<file path="src/rtl/stream_arbiter_rr.sv">
// N-input AXI-Stream packet arbiter: round-robin or fixed-priority grant, locked
// for the duration of a packet, with a registered output stage and source-ID sideband.
module stream_arbiter_rr #(
   parameter int N_PORTS = 4,
   parameter int DATA_W  = 64,
   parameter int ID_W    = 2,
   parameter int MODE    = 0
) (
   input  logic                      i_clk,
   input  logic                      i_rst,
   input  logic [N_PORTS-1:0]        i_port_enable,
   input  logic [N_PORTS*DATA_W-1:0] i_s_axis_tdata,
   input  logic [N_PORTS-1:0]        i_s_axis_tvalid,
   input  logic [N_PORTS-1:0]        i_s_axis_tlast,
   output logic [N_PORTS-1:0]        o_s_axis_tready,
   output logic [DATA_W-1:0]         o_m_axis_tdata,
   output logic                      o_m_axis_tvalid,
   output logic                      o_m_axis_tlast,
   output logic [ID_W-1:0]           o_m_axis_tid,
   input  logic                      i_m_axis_tready,
   output logic                      o_busy,
   output logic [ID_W-1:0]           o_dbg_ptr
);

   localparam int CW = ID_W + 1;

   typedef enum logic {S_IDLE, S_LOCKED} state_t;

   state_t              r_state;
   logic [ID_W-1:0]     r_ptr;
   logic [ID_W-1:0]     r_grant;

   logic                accept;
   logic                hs;
   logic [N_PORTS-1:0]  cand;
   logic [N_PORTS-1:0]  rot;
   logic [ID_W-1:0]     base;
   logic [CW-1:0]       sum;
   logic                arb_found;
   logic [ID_W-1:0]     arb_idx;
   logic                grant_vld;
   logic [ID_W-1:0]     grant;
   logic [ID_W-1:0]     next_ptr;
   logic [DATA_W-1:0]   sel_data;
   logic                sel_last;

   // Valid/ready: a beat moves on a port only in a cycle where both tvalid and tready
   // are high; tvalid never waits on tready, and the output holds while tvalid && !tready.
   assign accept = !o_m_axis_tvalid || i_m_axis_tready;
   assign cand   = i_s_axis_tvalid & i_port_enable;

   // Rotating the doubled candidate vector by the pointer turns the wrap-around
   // search into a plain lowest-bit search; MODE 1 simply never rotates.
   always_comb begin
      base      = (MODE == 0) ? r_ptr : '0;
      rot       = N_PORTS'({cand, cand} >> base);
      arb_found = 1'b0;
      arb_idx   = '0;
      sum       = '0;
      for (int i = 0; i < N_PORTS; i++) begin
         if (!arb_found && rot[i]) begin
            arb_found = 1'b1;
            sum       = CW'(base) + CW'(i);
            if (sum >= CW'(N_PORTS)) sum = sum - CW'(N_PORTS);
            arb_idx   = sum[ID_W-1:0];
         end
      end
   end

   always_comb begin
      if (r_state == S_LOCKED) begin
         grant     = r_grant;
         grant_vld = 1'b1;
      end else begin
         grant     = arb_idx;
         grant_vld = arb_found;
      end
   end

   always_comb begin
      o_s_axis_tready = '0;
      sel_data        = '0;
      sel_last        = 1'b0;
      for (int k = 0; k < N_PORTS; k++) begin
         if (grant == ID_W'(k)) begin
            o_s_axis_tready[k] = !i_rst && grant_vld && accept;
            sel_data           = i_s_axis_tdata[k*DATA_W +: DATA_W];
            sel_last           = i_s_axis_tlast[k];
         end
      end
   end

   assign hs       = |(o_s_axis_tready & i_s_axis_tvalid);
   assign next_ptr = (grant == ID_W'(N_PORTS - 1)) ? '0 : grant + ID_W'(1);

   always_ff @(posedge i_clk) begin
      if (i_rst) begin
         r_state         <= S_IDLE;
         r_ptr           <= '0;
         r_grant         <= '0;
         o_m_axis_tdata  <= '0;
         o_m_axis_tvalid <= 1'b0;
         o_m_axis_tlast  <= 1'b0;
         o_m_axis_tid    <= '0;
      end else begin
         if (hs) begin
            o_m_axis_tdata  <= sel_data;
            o_m_axis_tlast  <= sel_last;
            o_m_axis_tid    <= grant;
            o_m_axis_tvalid <= 1'b1;
            unique case (r_state)
               S_IDLE: begin
                  if (!sel_last) begin
                     r_grant <= grant;
                     r_state <= S_LOCKED;
                  end else begin
                     r_ptr   <= next_ptr;
                  end
               end
               S_LOCKED: begin
                  if (sel_last) begin
                     r_state <= S_IDLE;
                     r_ptr   <= next_ptr;
                  end
               end
               default: r_state <= S_IDLE;
            endcase
         end else if (i_m_axis_tready) begin
            o_m_axis_tvalid <= 1'b0;
         end
      end
   end

   // The FSM has two states, so busy is the state register itself.
   assign o_busy    = (r_state == S_LOCKED);
   assign o_dbg_ptr = r_ptr;

endmodule
</file>
<file path="config.mk">
export PLATFORM = sky130hd
export DESIGN_NAME = stream_arbiter_rr
export DESIGN_NICKNAME = d
export VERILOG_FILES = /design/src/rtl/stream_arbiter_rr.sv
export SDC_FILE = /design/constraint.sdc
export NUM_CORES = 1
export LEC_CHECK = 0
export CORE_AREA = 2 2 135 137
export DETAILED_ROUTE_END_ITERATION = 10
export DIE_AREA = 0 0 137 139
export PLACE_DENSITY = 0.64
export SYNTH_ARGS = -nofsm -noshare
export SYNTH_HDL_FRONTEND = slang
export SYNTH_SLANG_ARGS = --single-unit
</file>
<file path="constraint.sdc">
create_clock -name i_clk -period 4.26 [get_ports i_clk]
set_input_delay 0.639 -clock i_clk [delete_from_list [all_inputs] [get_ports i_clk]]
set_output_delay 0.639 -clock i_clk [all_outputs]
set_load 0.005 [all_outputs]
</file>
== Word level (Yosys, flattened, before mapping) ==
Index checks and enable logic that the tools add are counted.

* Register bits after elaboration: 73
* Input port bits: 271

* Multiplexer cells: 31
* Add/subtract/negate cells: 8
* Bitwise gates (word level): 4
* $lt $le $gt $ge: 4
* Shift-type cells: 1
* Reductions and logical operators: 16
* Eq/ne operators: 3

{| class="wikitable"
|+ Operator list
! cell !! number
|-
| two-way mux 64 bit || 4
|-
| two-way mux 2 bit || 11
|-
| two-way mux 1 bit || 16
|-
| greater-or-equal comparator 3 bit (second input constant) || 3
|-
| AND 4 bit || 2
|-
| right shift 8 x 2 -> 4 bit || 1
|-
| subtractor 2 x 1 -> 2 bit (second input constant) || 4
|-
| adder 2 x 2 -> 3 bit (second input constant) || 2
|-
| logical AND 1 bit || 5
|-
| logical NOT 1 bit || 5
|-
| == test 2 bit (second input constant) || 2
|-
| OR reduction 4 bit || 1
|-
| adder 2 x 1 -> 3 bit (second input constant) || 1
|-
| greater-or-equal comparator 2 x 3 -> 1 bit (second input constant) || 1
|-
| AND reduction 3 bit || 1
|-
| adder 2 x 1 -> 2 bit (second input constant) || 1
|-
| == test 2 x 1 -> 1 bit (second input constant) || 1
|-
| logical NOT 2 bit || 1
|-
| inverter 1 bit || 2
|-
| AND reduction 2 bit || 1
|-
| nonzero test 2 bit || 1
|-
| logical OR 1 bit || 1
|}

== Depth between registers and ports, before layout ==
* Word-level depth: 20
* Depth in mapped cells: 15
* Mapped depth without buffers: 11

== Least setup slack after synthesis ==
Ideal clock, no wire load.

* Kind: input to output
* From: input port i_s_axis_tvalid[3]
* To: output port o_s_axis_tready[3]
* Required time: 3.621 ns
* Buffers on the path: 3
* Slack: 1.126 ns
* Data arrival time: 2.495 ns
* Stages: 10
* Path through: nand2_1 > a41o_1 > nor4_1 > a21oi_1 > inv_1 > ha_1 > clkbuf_1 > clkbuf_1 > clkbuf_1 > and2_1

{| class="wikitable"
|+ RTL lines
! item !! RTL line !! source
|-
| start, declared || 13 || <nowiki>input logic [N_PORTS-1:0] i_s_axis_tvalid,</nowiki>
|-
| AND 4 bit (*) || 50 || <nowiki>assign cand = i_s_axis_tvalid & i_port_enable;</nowiki>
|-
| right shift 8 x 2 -> 4 bit (*) || 56 || <nowiki>rot = N_PORTS'({cand, cand} >> base);</nowiki>
|-
| two-way mux 1 bit || 61 || <nowiki>if (!arb_found && rot[i]) begin</nowiki>
|-
| logical NOT 1 bit || 61 ||
|-
| logical AND 1 bit || 61 ||
|-
| two-way mux 1 bit || 61 ||
|-
| logical NOT 1 bit || 61 ||
|-
| logical AND 1 bit || 61 ||
|-
| two-way mux 1 bit || 61 ||
|-
| logical NOT 1 bit || 61 ||
|-
| logical AND 1 bit || 61 ||
|-
| two-way mux 2 bit (*) || 61 ||
|-
| two-way mux 2 bit (*) || 71 || <nowiki>if (r_state == S_LOCKED) begin</nowiki>
|-
| net grant[0] || 42 || <nowiki>logic [ID_W-1:0] grant;</nowiki>
|-
| == test 2 bit (*) || 85 || <nowiki>if (grant == ID_W'(k)) begin</nowiki>
|-
| two-way mux 1 bit (*) || 85 ||
|-
| end, declared || 15 || <nowiki>output logic [N_PORTS-1:0] o_s_axis_tready,</nowiki>
|}

The timed path passes the listed nets; every way through them passes the cells marked *.

== Worst setup path in the final report ==
* From: input port i_s_axis_tvalid[0]
* To: output port o_s_axis_tready[1]

{| class="wikitable"
|+ RTL lines
! item !! RTL line
|-
| AND 4 bit (*) || 50
|-
| right shift 8 x 2 -> 4 bit (*) || 56
|-
| two-way mux 1 bit || 61
|-
| logical NOT 1 bit || 61
|-
| logical AND 1 bit || 61
|-
| two-way mux 1 bit || 61
|-
| logical NOT 1 bit || 61
|-
| logical AND 1 bit || 61
|-
| two-way mux 1 bit || 61
|-
| logical NOT 1 bit || 61
|-
| logical AND 1 bit || 61
|-
| two-way mux 2 bit (*) || 61
|-
| two-way mux 2 bit (*) || 71
|-
| net grant[0] || 42
|-
| == test 2 x 1 -> 1 bit (*) || 85
|-
| two-way mux 1 bit (*) || 85
|}

Marks and branches as above.

==> impl_metrics.yaml <==
outcome:
  outcome: "completed"
cells_and_area:
  layout.cells.most_common_list: "clkdlybuf4s50_1, dfxtp_1, nor2_1"
  n_antenna_cell: 0
  area_growth_pct: 81.42
  drive_gt1_frac: 0.1161
  final_area_um2: 8832
  final_util: 0.5002
  fillers: 1735
  nets: 1166
  mostFrequentLayoutCell: "clkdlybuf4s50_1"
floorplanning:
  start_util: 0.2757
  die_x_um: 137
  rows: 49
  die_y_um: 139
  coreArea_um2: 17660
  fp.dieArea_um2: 19040
  io-pin-count: 346
yosys:
  synth_area_leader_cell: "dfxtp_1"
  yosys_warnings: 0
  ys_ff_latch: 73
  synth_edf_count: 0
  yosysSeqAreaShare: 0.3002
  ys_async_sr_fraction: 0
  yosys-top-cells-area: "dfxtp_1, a211oi_2, a221oi_1, nor2b_1, a21oi_1"
  yosys.cell_types.count: 34
  netlist_instances: 588
  synth_top_area_frac: 0.3002
  avgSynthCellArea_um2: 8.280
  synth_fp_nets: 863
  netlist_area_um2: 4868
  ys.flop_type: "dfxtp_1"
placed_design:
  dp_slack_ns: 0.3417
  routabilityCongestion: 0.8380
  dpl.hpwl_um: 14520
  dpl_cell_area_um2: 8487
  port-buffer-count: 345
clocking:
  ctsResizeCount: 0
  cts_root_buf: "clkbuf_16"
  postCtsSetupBuffers: 0
  cts_buffers: 9
  cts_tree: "built"
  clkTransAtPathRegs_ns: 0.06
  clk_path_buf_depth: 2
  clkLatencyLatePin_ns: 0.34
  clock_sinks: 73
  htreeDepth: 3
  ctsHoldBuffers: 0
hold_path:
  min_delay_path_depth: 2
  min-delay-start: "o_m_axis_tlast"
  hold_end: "o_m_axis_tlast"
  hold_class: "flip-flop to flip-flop"
pwr:
  p_sw_w: 0.001151
  swShare: 0.3403
  power_frac_clock: 0.261
  powerDensity_nw_per_um2: 382.9
  seqPwrFrac: 0.250
  combPwrFrac: 0.489
  leakage_nw: 2.926
  power_w: 0.003382
  p_int_w: 0.002231
  irDropWorstVdd_v: 0.0002030
critical_path:
  path_buf_inv: 3
  path_class: "primary input to output pin"
  worstPathRequired_ns: 3.62
  cpPeakStageDelay_ns: 0.49
  worst-r2r-setup-slack_ns: 1.11
  path_common_cell: "clkdlybuf4s50_1"
  start_kind: "primary input"
  crit_fanout: 7
  rr_startpoint: "o_dbg_ptr[0]"
  reg2reg_depth: 12
  crit_family: "buffers and inverters"
  crit_chain: "clkdlybuf4s50_1 > a221o_1 > nor2_1 > nor4_1 > a21oi_1 > inv_1 > ha_2 > and2_1 > clkdlybuf4s50_1"
  r2r-end: "o_m_axis_tdata[27]"
  cpMaxStageDelayCell: "clkdlybuf4s50_1"
  worstSetupEndpointType: "output pin"
  crit_arrival_ns: 3.23
timing:
  max_clock_freq_mhz: 258.5
  finClkSkew_ns: 0.007643
  hold_violations: 0
  tightest_slew_ns: 0.6547
  period_share: 0.9081
  setup-tns-final_ns: 0
  grt_setup_unrepaired: "no"
  drv_slew: 0
  period_minus_slack_ns: 3.868
  slew_headroom: 0.5635
  fin_ws_ns: 0.3916
  setup_viol: 0
global_route:
  antenna_found_initial: 0
  grt_pass1_wl_um: 29380
  grt-ovfl-total: 0
  grt_start_max_net_pins: 68
  grt_pass1_vias: 5574
  grtUsageTotal: 0.1962
flow_run:
  cap_violations: 0
route:
  drcViolationCount: 0
  ant_nets: 0
  routed_via_density: 5.020
  drt-wirelength-per-cell_um: 17.22
  num_vias: 5648
  drt_pass1_iterations: 6
  drt_wl_total_um: 19380
  drt_iter0_drc: 223
[how the worst max path moves through the flow]
stage / from / end / cells after the start
final: i_s_axis_tvalid[0] / o_s_axis_tready[1] / 9
after global routing: i_s_axis_tvalid[0] / o_s_axis_tready[1] / 9
after CTS: i_s_axis_tvalid[0] / o_s_axis_tready[1] / 9
after detailed placement: i_s_axis_tvalid[0] / o_m_axis_tdata[2] / 13
after global placement: i_s_axis_tvalid[0] / o_m_axis_tdata[63] / 13
after floorplan: i_s_axis_tvalid[3] / o_s_axis_tready[3] / 10
[layout make-up]
class                   instances  area (µm²)  share of cell area
clock buffers                  11       242.7             0.02748
clock inverters                 5       102.6             0.01162
inverters                       4       15.01            0.001700
multi-input cells             444        3105              0.3516
flip-flops and latches         73        1461              0.1655
well taps                     229       286.5             0.03244
repair buffers                359        3618              0.4097
[synthesized netlist by cell type (2+ instances only)]
cell       n
a221oi_1  63
a21oi_1   68
buf_6      9
a211oi_2  65
nand2b_1   2
mux2i_1    4
nand3b_1   3
nor2b_1   65
and2_1     4
inv_1      4
dfxtp_1   73
o21ai_0    4
a22oi_1    3
buf_2      2
nor2_1    71
clkbuf_1  54
nand2_1    8
nand3_1    3
a211oi_1   2
nor3_1    63
ha_1       4
buf_1      2
[worst register-to-register path: cells and delay by family (launching register included)]
| family | cells | cell delay [ns] |
|---|---|---|
| buf+inv | 2 | 0.42 |
| simple gates | 3 | 0.65 |
| flops | 1 | 0.42 |
| compound gates | 6 | 1.29 |
| fa+ha+maj | 1 | 0.29 |
[layer usage]
metal  global-route usage  vias up  routed length (µm)
met1               0.2251     2564                7702
li1                     -     2821                   -
met5                    0        -                   0
met4              0.07162        0                 488
met2               0.3428      232                9407
met3              0.05556       31                1777
[kinds of logic after synthesis]
group / synth area share
flops: 0.3002
buf+inv: 0.06913
mux: 0.008224
compound gates: 0.3804
simple gates: 0.2318
fa+ha+maj: 0.01028
[registers in the layout (all words and copies together), names as in the netlist]
name,flops
o_m_axis_tid,2
o_m_axis_tvalid,1
o_m_axis_tdata,64
o_dbg_ptr,2
r_grant,2
o_busy,1
o_m_axis_tlast,1
[per-stage QoR]
| step | hold slack, ns | std cells |
|---|---|---|
| floorplan | 0.4527 | 588 |
| global placement | 0.4438 | 1109 |
| detailed placement | 0.4566 | 1109 |
| CTS | 0.4740 | 1125 |
| global route | 0.5114 | 1125 |
| finish | 0.4802 | 1125 |
[power groups by stage]
stage          registers [W]  logic [W]  clock network [W]
6_report            0.000845    0.00165           0.000884
3_5_place_dp        0.000859    0.00167                  0
2_1_floorplan       0.000864   0.000950                  0
5_1_grt             0.000858    0.00182           0.000928
3_3_place_gp        0.000856    0.00166                  0
4_1_cts             0.000846    0.00168           0.000909
(Power assumes the default switching activity.)
